File: config.mk
export PLATFORM = sky130hd
export DESIGN_NAME = time_uart_tx
export DESIGN_NICKNAME = d
export VERILOG_FILES = /design/src/rtl/time_uart_pkg.sv /design/src/rtl/uart_tx_byte.sv /design/src/rtl/time_uart_tx.sv
export SDC_FILE = /design/constraint.sdc
export NUM_CORES = 1
export LEC_CHECK = 0
export BUFFER_PORTS_ARGS = -buffer_cell sky130_fd_sc_hd__buf_4
export CORE_ASPECT_RATIO = 1.5
export CORE_MARGIN = 3
export CORE_UTILIZATION = 59
export DETAILED_ROUTE_END_ITERATION = 16
export PLACE_DENSITY = 0.87
export SETUP_SLACK_MARGIN = 0.02
export SYNTH_ARGS = -nofsm -noshare
export SYNTH_HDL_FRONTEND = slang
export SYNTH_SLANG_ARGS = --single-unit
File: constraint.sdc
create_clock -name CLK -period 2.8 [get_ports CLK]
set_input_delay 0.14 -clock CLK [delete_from_list [all_inputs] [get_ports CLK]]
set_output_delay 0.14 -clock CLK [all_outputs]
set_load 0.03 [all_outputs]
File: src/rtl/time_uart_pkg.sv
// rtl/time_uart_pkg.sv - shared constants, types and ASCII helper for the time UART reporter
//
// Purpose: ASCII constants used by the record, the byte- and record-level state
// encodings, the packed digit snapshot type and the digit-to-ASCII encoder.
// Ports: none (package).
package time_uart_pkg;

  localparam logic [7:0] CH_COLON = 8'h3A;
  localparam logic [7:0] CH_CR    = 8'h0D;
  localparam logic [7:0] CH_LF    = 8'h0A;
  localparam logic [7:0] CH_ZERO  = 8'h30;
  localparam logic [7:0] CH_BAD   = 8'h3F;

  localparam int NUM_CHARS = 10;

  // Byte serializer states
  typedef enum logic [1:0] {
    IDLE,
    START,
    DATA,
    STOP
  } byte_state_t;

  // Record-level states
  typedef enum logic {
    REC_IDLE,
    REC_SENDING
  } rec_state_t;

  // The six BCD digits as they arrive from the time counters
  typedef struct packed {
    logic [1:0] hh;
    logic [3:0] hl;
    logic [2:0] mh;
    logic [3:0] ml;
    logic [2:0] sh;
    logic [3:0] sl;
  } time_digits_t;

  // Valid BCD digits map to '0'..'9'; anything else is flagged with '?'
  function automatic logic [7:0] digit_to_ascii(input logic [3:0] d);
    if (d > 4'd9) begin
      return CH_BAD;
    end
    return CH_ZERO + {4'd0, d};
  endfunction

endpackage

File: src/rtl/uart_tx_byte.sv
// rtl/uart_tx_byte.sv - 8N1 UART byte serializer with per-bit cycle counter
//
// Purpose: shifts one byte out LSB first framed by one start and one stop bit.
// Every bit lasts exactly DIV cycles. A byte offered on the last stop-bit cycle
// is accepted there, so consecutive bytes run with no idle gap.
// Ports:
//   clk_i        system clock
//   rst_i        asynchronous active-high reset (line forced idle high)
//   tdata_i      byte to send
//   tvalid_i     byte offered
//   tready_o     serializer can accept tdata_i this cycle
//   byte_done_o  high on the last stop-bit cycle of the current byte
//   txd_o        serial line, registered, idle high
module uart_tx_byte
  import time_uart_pkg::*;
#(
  parameter int DIV = 434
) (
  input  logic       clk_i,
  input  logic       rst_i,
  input  logic [7:0] tdata_i,
  input  logic       tvalid_i,
  output logic       tready_o,
  output logic       byte_done_o,
  output logic       txd_o
);

  localparam int CW = (DIV > 1) ? $clog2(DIV) : 1;
  localparam logic [CW-1:0] CNT_LAST = CW'(DIV - 1);

  byte_state_t   state_q, state_d;
  logic [CW-1:0] cnt_q, cnt_d;
  logic [2:0]    bit_q, bit_d;
  logic [7:0]    shift_q, shift_d;
  logic          txd_q, txd_d;
  logic          bit_end;

  assign bit_end     = (cnt_q == CNT_LAST);
  assign byte_done_o = (state_q == STOP) && bit_end;
  // Ready on the final stop-bit cycle as well, which gives back-to-back bytes
  assign tready_o    = (state_q == IDLE) || byte_done_o;
  assign txd_o       = txd_q;

  always_ff @(posedge clk_i or posedge rst_i) begin
    if (rst_i) begin
      state_q <= IDLE;
      cnt_q   <= '0;
      bit_q   <= '0;
      shift_q <= '0;
      txd_q   <= 1'b1;
    end else begin
      state_q <= state_d;
      cnt_q   <= cnt_d;
      bit_q   <= bit_d;
      shift_q <= shift_d;
      txd_q   <= txd_d;
    end
  end

  always_comb begin
    state_d = state_q;
    cnt_d   = bit_end ? '0 : cnt_q + 1'b1;
    bit_d   = bit_q;
    shift_d = shift_q;
    txd_d   = txd_q;
    unique case (state_q)
      IDLE: begin
        cnt_d = '0;
        if (tvalid_i) begin
          state_d = START;
          shift_d = tdata_i;
          txd_d   = 1'b0;
        end
      end
      START: begin
        if (bit_end) begin
          state_d = DATA;
          bit_d   = '0;
          txd_d   = shift_q[0];
        end
      end
      DATA: begin
        if (bit_end) begin
          if (bit_q == 3'd7) begin
            state_d = STOP;
            txd_d   = 1'b1;
          end else begin
            bit_d   = bit_q + 3'd1;
            shift_d = {1'b0, shift_q[7:1]};
            txd_d   = shift_q[1];
          end
        end
      end
      STOP: begin
        if (bit_end) begin
          if (tvalid_i) begin
            state_d = START;
            shift_d = tdata_i;
            txd_d   = 1'b0;
          end else begin
            state_d = IDLE;
            txd_d   = 1'b1;
          end
        end
      end
      default: begin
        state_d = IDLE;
        txd_d   = 1'b1;
      end
    endcase
  end

endmodule

File: src/rtl/time_uart_tx.sv
// rtl/time_uart_tx.sv - serial reporter sending "HH:MM:SS\r\n" over UART 8N1
//
// Purpose: on SEND, snapshots the six BCD time digits and transmits the
// 10-character ASCII record through uart_tx_byte, characters back-to-back.
// Ports:
//   CLK    system clock
//   RST    asynchronous active-high reset; aborts any record in flight
//   SEND   one-cycle request, ignored while BUSY
//   HOURH, HOURL, MINH, MINL, SECH, SECL   BCD time digits
//   TXD    UART line, idle high
//   BUSY   record in progress
//   DONE   one-cycle pulse when the last stop bit has ended
module time_uart_tx
  import time_uart_pkg::*;
#(
  parameter int CLK_HZ = 50_000_000,
  parameter int BAUD   = 115200
) (
  input  logic       CLK,
  input  logic       RST,
  input  logic       SEND,
  input  logic [1:0] HOURH,
  input  logic [3:0] HOURL,
  input  logic [2:0] MINH,
  input  logic [3:0] MINL,
  input  logic [2:0] SECH,
  input  logic [3:0] SECL,
  output logic       TXD,
  output logic       BUSY,
  output logic       DONE
);

  localparam int DIV = (CLK_HZ + BAUD / 2) / BAUD;
  localparam logic [3:0] LAST_IDX = 4'(NUM_CHARS - 1);

  rec_state_t   rec_q, rec_d;
  logic [3:0]   idx_q, idx_d;
  time_digits_t snap_q, snap_d;
  logic         busy_q, busy_d;
  logic         done_q, done_d;

  time_digits_t live;
  time_digits_t cur;
  logic [3:0]   char_sel;
  logic [7:0]   char_byte;
  logic         byte_valid;
  logic         byte_ready;
  logic         byte_done;

  assign live = '{hh: HOURH, hl: HOURL, mh: MINH, ml: MINL, sh: SECH, sl: SECL};

  assign BUSY = busy_q;
  assign DONE = done_q;

  uart_tx_byte #(
    .DIV(DIV)
  ) u_byte (
    .clk_i      (CLK),
    .rst_i      (RST),
    .tdata_i    (char_byte),
    .tvalid_i   (byte_valid),
    .tready_o   (byte_ready),
    .byte_done_o(byte_done),
    .txd_o      (TXD)
  );

  always_ff @(posedge CLK or posedge RST) begin
    if (RST) begin
      rec_q  <= REC_IDLE;
      idx_q  <= '0;
      snap_q <= '0;
      busy_q <= 1'b0;
      done_q <= 1'b0;
    end else begin
      rec_q  <= rec_d;
      idx_q  <= idx_d;
      snap_q <= snap_d;
      busy_q <= busy_d;
      done_q <= done_d;
    end
  end

  // Record FSM. The next character is offered while the current one is in its
  // last stop-bit cycle, so char_sel looks one index ahead of idx_q.
  always_comb begin
    rec_d      = rec_q;
    idx_d      = idx_q;
    snap_d     = snap_q;
    busy_d     = busy_q;
    done_d     = 1'b0;
    byte_valid = 1'b0;
    char_sel   = idx_q + 4'd1;
    unique case (rec_q)
      REC_IDLE: begin
        if (SEND && byte_ready) begin
          byte_valid = 1'b1;
          char_sel   = '0;
          snap_d     = live;
          idx_d      = '0;
          busy_d     = 1'b1;
          rec_d      = REC_SENDING;
        end
      end
      REC_SENDING: begin
        if (byte_done) begin
          if (idx_q == LAST_IDX) begin
            busy_d = 1'b0;
            done_d = 1'b1;
            rec_d  = REC_IDLE;
          end else begin
            byte_valid = 1'b1;
            idx_d      = char_sel;
          end
        end
      end
      default: begin
        rec_d = REC_IDLE;
      end
    endcase
  end

  // Character 0 leaves in the same cycle the snapshot is taken, so in IDLE the
  // mux reads the live digits; every later character reads the snapshot.
  always_comb begin
    cur = (rec_q == REC_IDLE) ? live : snap_q;
    unique case (char_sel)
      4'd0:    char_byte = digit_to_ascii({2'b00, cur.hh});
      4'd1:    char_byte = digit_to_ascii(cur.hl);
      4'd2:    char_byte = CH_COLON;
      4'd3:    char_byte = digit_to_ascii({1'b0, cur.mh});
      4'd4:    char_byte = digit_to_ascii(cur.ml);
      4'd5:    char_byte = CH_COLON;
      4'd6:    char_byte = digit_to_ascii({1'b0, cur.sh});
      4'd7:    char_byte = digit_to_ascii(cur.sl);
      4'd8:    char_byte = CH_CR;
      default: char_byte = CH_LF;
    endcase
  end

endmodule

# Word-level counts from Yosys, hierarchy flattened
# Index checks and enable logic that the tools add are counted.
# classes
bitwise	1
multipliers	0
n_eq_ne	24
shift	0
n_mux	70
n_addsub	9
div	0
order_cmp	6
reduce_logical	15
# ops
op	count
$mux 8	16
$pmux 8 s8	1
$mux 1	29
$pmux 8 s3	1
$add 6x4->7 const A	3
$mux 20	1
$mux 4	5
$mux 9	2
$eq 4x3->1 const B	4
$add 6x3->7 const A	2
$gt 4x4->1 const B	3
$ne 2x1->1 const B	6
$reduce_and 4->1	3
$mux 2	5
$add 9x1->9 const B	1
$eq 9x9->1 const B	1
$mux 3	3
$eq 4x2->1 const B	2
$eq 4x4->1 const B	2
$gt 3x4->1 const B	2
$ne 2x2->1 const B	4
$pmux 2 s4	1
$pmux 4 s2	1
$add 6x2->7 const A	1
other kinds (21)	26
# totals
register_bits	50
rom_bits	0
mem_count	0
output_inout_bits	3
latchBits	0
mem_bits_rw	0

# Longest topological paths before layout
# Gate-level depths: netlist (run 1).
# logic_depth
ltp_word	13
mapped_depth	10
ltp_nobuf	8

# Cells and area by module
# A second synthesis (run 1) with hierarchy kept.
# unflattened
cells_unflattened	282
hier_area_um2	2954.1
# modules_own_cells
module	instances	area_each_um2	seq_area_each_um2	cells_each
time_uart_tx	1	1652.8	675.6	161
uart_tx_byte	1	1301.2	576.8	121

# Worst setup path before layout (run 1)
# OpenSTA, ideal clock, no wires.
# synth_path
path_kind	reg2reg
startpoint	reg idx_q[0]
endpoint	reg u_byte.shift_q[3]
path_slack_ns	0.814
setup_time_ns	0.130
arrival_time_ns	1.855
t_required_ns	2.670
stages_incl_launch_ff	9
period_less_slack_ns	1.986
cell_sequence	dfrtp_1 > ha_1 > clkbuf_1 > clkbuf_1 > a211oi_1 > o21ai_0 > o2111ai_1 > a221oi_1 > a21oi_1
# synth_via
elab_chain_cells	9
# synth_lines
item	line	text
start: declaration	time_uart_tx.sv:37	logic [3:0] idx_q, idx_d;
start signal: assignment	time_uart_tx.sv:76	idx_q <= idx_d;
$add 4x1->4	time_uart_tx.sv:92	char_sel = idx_q + 4'd1;
$mux 4	time_uart_tx.sv:95	if (SEND && byte_ready) begin
$mux 4	time_uart_tx.sv:93	unique case (rec_q)
$eq 4x3->1 or $eq 4x2->1 (tied branches)	time_uart_tx.sv:126	unique case (char_sel)
$reduce_or 2->1 (no source line)	n/a	
$pmux 8 s8	time_uart_tx.sv:126	
$mux 8 (*)	uart_tx_byte.sv:69, uart_tx_byte.sv:96	
$mux 8	uart_tx_byte.sv:95	if (bit_end) begin
$pmux 8 s3 (*)	uart_tx_byte.sv:66	unique case (state_q)
end signal: assignment	uart_tx_byte.sv:55	shift_q <= shift_d;
end: declaration	uart_tx_byte.sv:34	logic [7:0] shift_q, shift_d;
# Every way passes the cells marked *; elsewhere a longest branch is shown, timed or not. The select of a mux whose other input is x is not followed.
# A chain may end at the register's enable or synchronous reset.

# Worst setup path in the final report (run 1)
# layout_path
startpoint	reg u_byte.state_q[0]
endpoint	reg u_byte.shift_q[3]
# layout_via
elab_chain_cells	12
# layout_lines
item	line	text
start: declaration	uart_tx_byte.sv:31	byte_state_t state_q, state_d;
start signal: assignment	uart_tx_byte.sv:52	state_q <= state_d;
$eq 2x2->1	uart_tx_byte.sv:39, uart_tx_byte.sv:66	
$logic_and 1x1->1	uart_tx_byte.sv:39	assign byte_done_o = (state_q == STOP) && bit_end;
$logic_or 1x1->1	uart_tx_byte.sv:41	assign tready_o = (state_q == IDLE) || byte_done_o;
$logic_and 1x1->1	time_uart_tx.sv:95	
$mux 4	time_uart_tx.sv:95	
$mux 4	time_uart_tx.sv:93	
$eq 4x3->1 or $eq 4x2->1 (tied branches)	time_uart_tx.sv:126	
$reduce_or 2->1 (no source line)	n/a	
$pmux 8 s8	time_uart_tx.sv:126	
$mux 8	uart_tx_byte.sv:69, uart_tx_byte.sv:96	
$mux 8	uart_tx_byte.sv:95	
$pmux 8 s3	uart_tx_byte.sv:66	
# Parallel ways exist; a longest one is shown, timed or not. The select of a mux whose other input is x is not followed.

==> results.md, run 1 <==
* Fraction of layout cells with a size suffix above 1 at 0.149
* Pre-CTS setup slack at 517 ps
* Async SR Flop Fraction at 1.00
* Worst setup margin at 431 ps
* Clock Sinks at 48
* Clk pin slew, worst setup/hold paths at ~90 ps
* Num CTS Buffers at 5
* Leak at 1.59 nW
* GRT Util Overall at 0.234
* Core Area at around 4600 um2
* HPWL after DPL at approximately 4600 um
* Highest Signal Layer: met4
* Initial core utilization at 0.622
* DR pass1 iterations at 5
* Root Buffer: clkbuf_8
* Ys Warns at 0
* Max-slew headroom at 0.335
* Commonest non-fill, non-tap cells in the layout: nand2_1, dfrtp_1, nor2_1, buf_4, o21ai_0
* Worst-margin pin slew at 997 ps
* Via/cell ratio at 5.81
* Setup TNS Final at 0 ps
* Largest net degree at the start of global routing at 49
* Reg2reg end: u_byte.shift_q[3]
* Routed len/inst at 15.1 um
* Die footprint at 5760 um2
* WL met1 at ~2400 um
* #FFs+latches synth at 48
* DRC errors left at 0
* Non-filler instance count after layout at between 400 and 500
* Critical Path End Type: flip-flop
* Post-CTS setup buffer count at 0
* WL met2 at 3440 um
* Inst Count DP at 412
* Vias in the first global route at 2518
* Routed WL at 6330 um
* Clk buf depth at 2
* Hold depth at 3
* Mapped Nets at 367
* CTS resizes at 0
* R2R cell count at 8
* Worst r2r src: u_byte.state_q[0]
* Worst-skew pair later-pin latency at 300 ps
* CP Cell Sequence: inv_1 > ha_1 > or2_2 > a31oi_1 > a311oi_4 > nand2_2 > a221oi_1 > a21oi_1
* Startpoint Class: flip-flop
* Hold endpoint: snap_q[5]
* # diodes at 0
* Final #Nets at 390
* Peak per-stage delay on the critical path at 450 ps
* Hold-fix buffers at CTS at 0
* Area Overhead vs Synth at 12.4%
* Io pins at 26
* Cells after Synth at 332
* Max cap viols at 0
* Die width at 63.0 um
* TritonCTS clock tree: built
* Hold path startpoint: SECH[1]
* Drt first-iter violations at 134
* Post-synth EDFFs at 0
* Row cnt at 30
* Tmin final at 2370 ps
* Outcome: completed
* Vias at 2442
* Post-synthesis cell area at approximately 2900 um2
* Worst min-delay path class: input port to flip-flop
* Fin. max-slew vios at 0
* Setup violations, final at 0
* Crit path DAT at 2560 ps
* Primary FF master, synth: dfrtp_1
* Fmax at 422 MHz
* Synth unique cells at 46
* Commonest non-fill, non-tap cell in the layout: nand2_1
* Slowest-stage cell, CP: dfrtp_1
* Die span in y at about 90 um
* Total power at 0.00124 W
* Critical Path Fanout Max at 13
* Mean area per synthesized cell at 8.65 um2
* Routability cong. at 0.907
* Max VDD drop at 0.235 mV
* Register area share after synthesis at 0.419
* Antenna Violating Nets Remaining at 0
* Routed wl met3 at 225 um
* First-pass GRT wire length at 10900 um
* PwrDens at between 300 and 400 nW/um2
* Final Core Density at 0.699
* Worst Path Required at 2990 ps
* Global route overflow at 0
* Final Hold Viols at 0
* RSZ-0062 raised after global routing: false
* R2R Setup Slk at 430 ps
* Number of I/O port buffers at 25
* Fin crit share at 0.846
* Worst Setup Path Type: flip-flop to flip-flop
* Clock skew at 14.2 ps
* Initial antenna violation count at 0
* H-tree Lvls at 2
## flip-flops by register name, summed over array words and instances (netlist names)
name	flops
snap_q	20
u_byte.cnt_q	9
u_byte.shift_q	6
idx_q	4
u_byte.bit_q	3
u_byte.state_q	2
BUSY	1
DONE	1
rec_q	1
u_byte.txd_o	1
## worst max-delay path by stage
stage / from / end / slack, ps / depth (start not counted)
after floorplan: idx_q[0] / u_byte.shift_q[3] / 810 / 8
after global placement: u_byte.state_q[0] / u_byte.state_q[0] / 590 / 7
after detailed placement: u_byte.state_q[0] / u_byte.shift_q[3] / 520 / 8
after CTS: u_byte.state_q[0] / u_byte.shift_q[3] / 450 / 8
after global routing: u_byte.state_q[0] / u_byte.shift_q[3] / 190 / 8
final: u_byte.state_q[0] / u_byte.shift_q[3] / 430 / 8
## logic make-up (layout without fill, tap and decap cells)
family	after synthesis	after routing	synth area share
and+or+nand+nor	138	138	0.207
AOI/OAI and AO/OA	77	77	0.186
DFF	48	48	0.419
buffers and inverters	30	54	0.0440
muxes	17	17	0.0623
adders and majority gates	12	12	0.0523
xor gates and xnor gates	10	10	0.0305
## stage by stage
stage / hold WS [ps] / cell area [um2]
after global placement: 341 / 3120
after global routing: 45.6 / 3230
after detailed placement: 344 / 3120
final: 38.0 / 3230
after CTS: 39.5 / 3230
after floorplan: 245 / 2870
## area by class of cell
type                    instances  area (um2)
clock buffers                   6        72.6
clock inverters                 2        35.0
fillers                       361        1390
inverters                      17        63.8
multi-input cells             254        1540
flip-flops and latches         48        1200
well taps                      64        80.1
repair buffers                 29         230
## synth_stat cells, types with 6 or more instances
master	instances	area [um2]
dfrtp_1	47	1180
nand2_1	79	297
ha_1	12	150
inv_1	17	63.8
mux2i_1	10	100
a21oi_1	18	90.1
xnor2_1	6	52.6
nand3_1	7	35.0
nor2_1	29	109
nor3_1	6	30.0
o21ai_0	23	115
clkbuf_1	7	26.3
mux2_2	7	78.8
## routing by layer
metal / global-route usage / vias up
met5: 0 / -
met2: 0.419 / 82
met3: 0.0272 / 26
met1: 0.266 / 1137
met4: 0.125 / 0
li1: - / 1197
## power by group
part,switching (W),total (W),internal [W]
clock network,0.000227,0.000492,0.000265
registers,0.000000491,0.000694,0.000694
logic,0.0000275,0.0000507,0.0000232
total,0.000255,0.00124,0.000982
## worst max-delay path: cells and delay by family, from the launching register on
kind,cells,cell delay (ps)
AOI/OAI and AO/OA,4,880
DFF,1,450
adders and majority gates,1,420
and+or+nand+nor,2,380
buffers and inverters,1,130
Power figures use the tool's default switching activity.
==> run 2: changes to the inputs <==
Settings changed: CORE_UTILIZATION 59 to 54, PLACE_DENSITY 0.87 to 0.84.
Clock period 2.8 ns to 1.9 ns, I/O delays scaled along.
==> results.md, run 2 (synthesized netlist as in run 1, its figures left out) <==
* Outcome: finished with violations
* Failing checks: hold timing, setup timing
* Fill cells at 307
* Tmin final at about 2300 ps
* Fin crit share at 1.19
* Crit path DAT at roughly 2500 ps
* RSZ-0062 raised after global routing: true
* R2R cell count at 9
* Via/cell ratio at slightly above 6
* Critical Path End Type: flip-flop
* Number of I/O port buffers at 25
* Hold endpoint: snap_q[4]
* Commonest non-fill, non-tap cell in the layout: buf_4
* Worst setup margin at -361 ps
* Clk buf depth at 2
* Fmax at 442 MHz
* Setup violations, final at 21
* First-pass GRT wire length at 13600 um
* Worst Path Required at 2110 ps
* Critical Path Fanout Max at 4
* Worst Setup Path Type: flip-flop to flip-flop
* Startpoint Class: flip-flop
* Fraction of layout cells with a size suffix above 1 at 0.337
* Area Overhead vs Synth at 38.5%
* Final Hold Viols at 1
* H-tree Lvls at 2
* Root Buffer: clkbuf_8
* Routed len/inst at 18.4 um
* Fin. max-slew vios at 0
* Routed WL at 8930 um
* Die width at 65.6 um
* PwrDens at 486 nW/um2
* DR pass1 iterations at 5
* Max VDD drop at 0.572 mV
* Global route overflow at 0
* R2R Setup Slk at -360 ps
* Hold_ws at -1.01 ps
* Setup TNS Final at -3060 ps
* Reg2reg end: u_byte.shift_q[0]
* HPWL after DPL at 5240 um
* Worst-margin pin slew at 621 ps
* Vias in the first global route at 2909
* Max-slew headroom at 0.586
* Num CTS Buffers at 5
* Clock Sinks at 48
* Drt first-iter violations at around 280
* TritonCTS clock tree: built
* Initial core utilization at 0.579
* Clk pin slew, worst setup/hold paths at 90 ps
* Worst r2r src: u_byte.cnt_q[1]
* Biggest register: snap_q
* DRC errors left at 0
* Largest regs: snap_q x20, u_byte.cnt_q x9, u_byte.shift_q x6
* Initial antenna violation count at 0
* GRT Util Overall at 0.282
* Max reg flops at 20
* # diodes at 0
* Io pins at 26
* Final #Nets at 452
* Core Area at 4960 um2
* Leak at 1.94 nW
* Antenna Violating Nets Remaining at 0
* Routability cong. at around 0.85
* Worst-skew pair later-pin latency at 310 ps
* Worst min-delay path class: input port to flip-flop
* Hold depth at 3
* Vias at 2934
* Row cnt at 31
* Commonest non-fill, non-tap cells in the layout: buf_4, nand2_1, dfrtp_1, nor2_1, inv_1
* Largest net degree at the start of global routing at slightly below 50
* Hold path startpoint: SECH[0]
* Max cap viols at 0
* Die span in y at ~95 um
* Die footprint at roughly 6200 um2
* Clock skew at 9.48 ps
[run 2: cell types whose count changed in the layout (fill, tap and decap cells not counted), sizes merged]
| cell | previous run | this run |
|---|---|---|
| clkbuf | 6 | 7 |
| buf | 29 | 82 |
| dlygate4sd3 | 0 | 9 |
| clkinv | 1 | 0 |
[run 2: layout make-up]
type                       instances  area [um2]  area share
clock buffer                       7        96.3      0.0242
multi-input combinational        254        1740       0.438
tap                               66        82.6      0.0208
clock inverter                     1        30.0     0.00755
timing repair buffer              91         761       0.191
sequential                        48        1200       0.302
inverter                          17        63.8      0.0160
[run 2: per-stage QoR]
| stage | util | cell area (um2) | setup slack [ps] | instances | total power [W] |
|---|---|---|---|---|---|
| 2_1_floorplan | - | 2880 | -48.6 | 332 | 0.00107 |
| 3_3_place_gp | 0.702 | 3480 | -74.6 | 459 | 0.00112 |
| 3_5_place_dp | 0.702 | 3480 | -149 | 459 | 0.00112 |
| 4_1_cts | 0.770 | 3820 | -121 | 480 | 0.00192 |
| 5_1_grt | 0.801 | 3980 | -404 | 484 | 0.00198 |
| 6_report | 0.801 | 3980 | -361 | 484 | 0.00193 |
[run 2: layer usage]
metal	routed length (um)	vias to the layer above	track usage
met4	568	0	0.145
li1	-	1315	-
met5	0	-	0
met1	3200	1393	0.310
met3	485	57	0.0366
met2	4680	169	0.522
[run 2: how the worst max path moves through the flow]
| stage | startpoint | end | slack [ps] | cells after the start |
|---|---|---|---|---|
| 4_1_cts | u_byte.state_q[0] | u_byte.shift_q[5] | -120 | 7 |
| 3_3_place_gp | u_byte.cnt_q[1] | u_byte.shift_q[5] | -70 | 7 |
| 2_1_floorplan | u_byte.cnt_q[0] | u_byte.shift_q[1] | -50 | 8 |
| 6_report | u_byte.cnt_q[1] | u_byte.shift_q[0] | -360 | 9 |
| 3_5_place_dp | u_byte.state_q[0] | u_byte.state_q[0] | -150 | 7 |
| 5_1_grt | u_byte.cnt_q[1] | u_byte.shift_q[0] | -400 | 9 |
[run 2: power by group]
group	switching, W	internal [W]
Clock	0.000351	0.000465
Sequential	0.000000656	0.00102
Combinational	0.0000450	0.0000483
Total	0.000397	0.00154
[run 2: timing repair]
action,CTS,global route
setup endpoints to repair,15,46
resized for setup,22,36
gates cloned,0,0
buffers inserted,4,4
pin swaps,13,9
hold endpoints to repair,55,0
hold buffers,9,0
[run 2: critical path, cell delays in order (launching register included)]
cell and delay (ps):
dfrtp_1 410, inv_1 80, ha_2 170, and4b_2 350, buf_6 140, nand3_4 90, a311oi_4 400, buf_4 210
a21oi_2 60, nor3_1 260
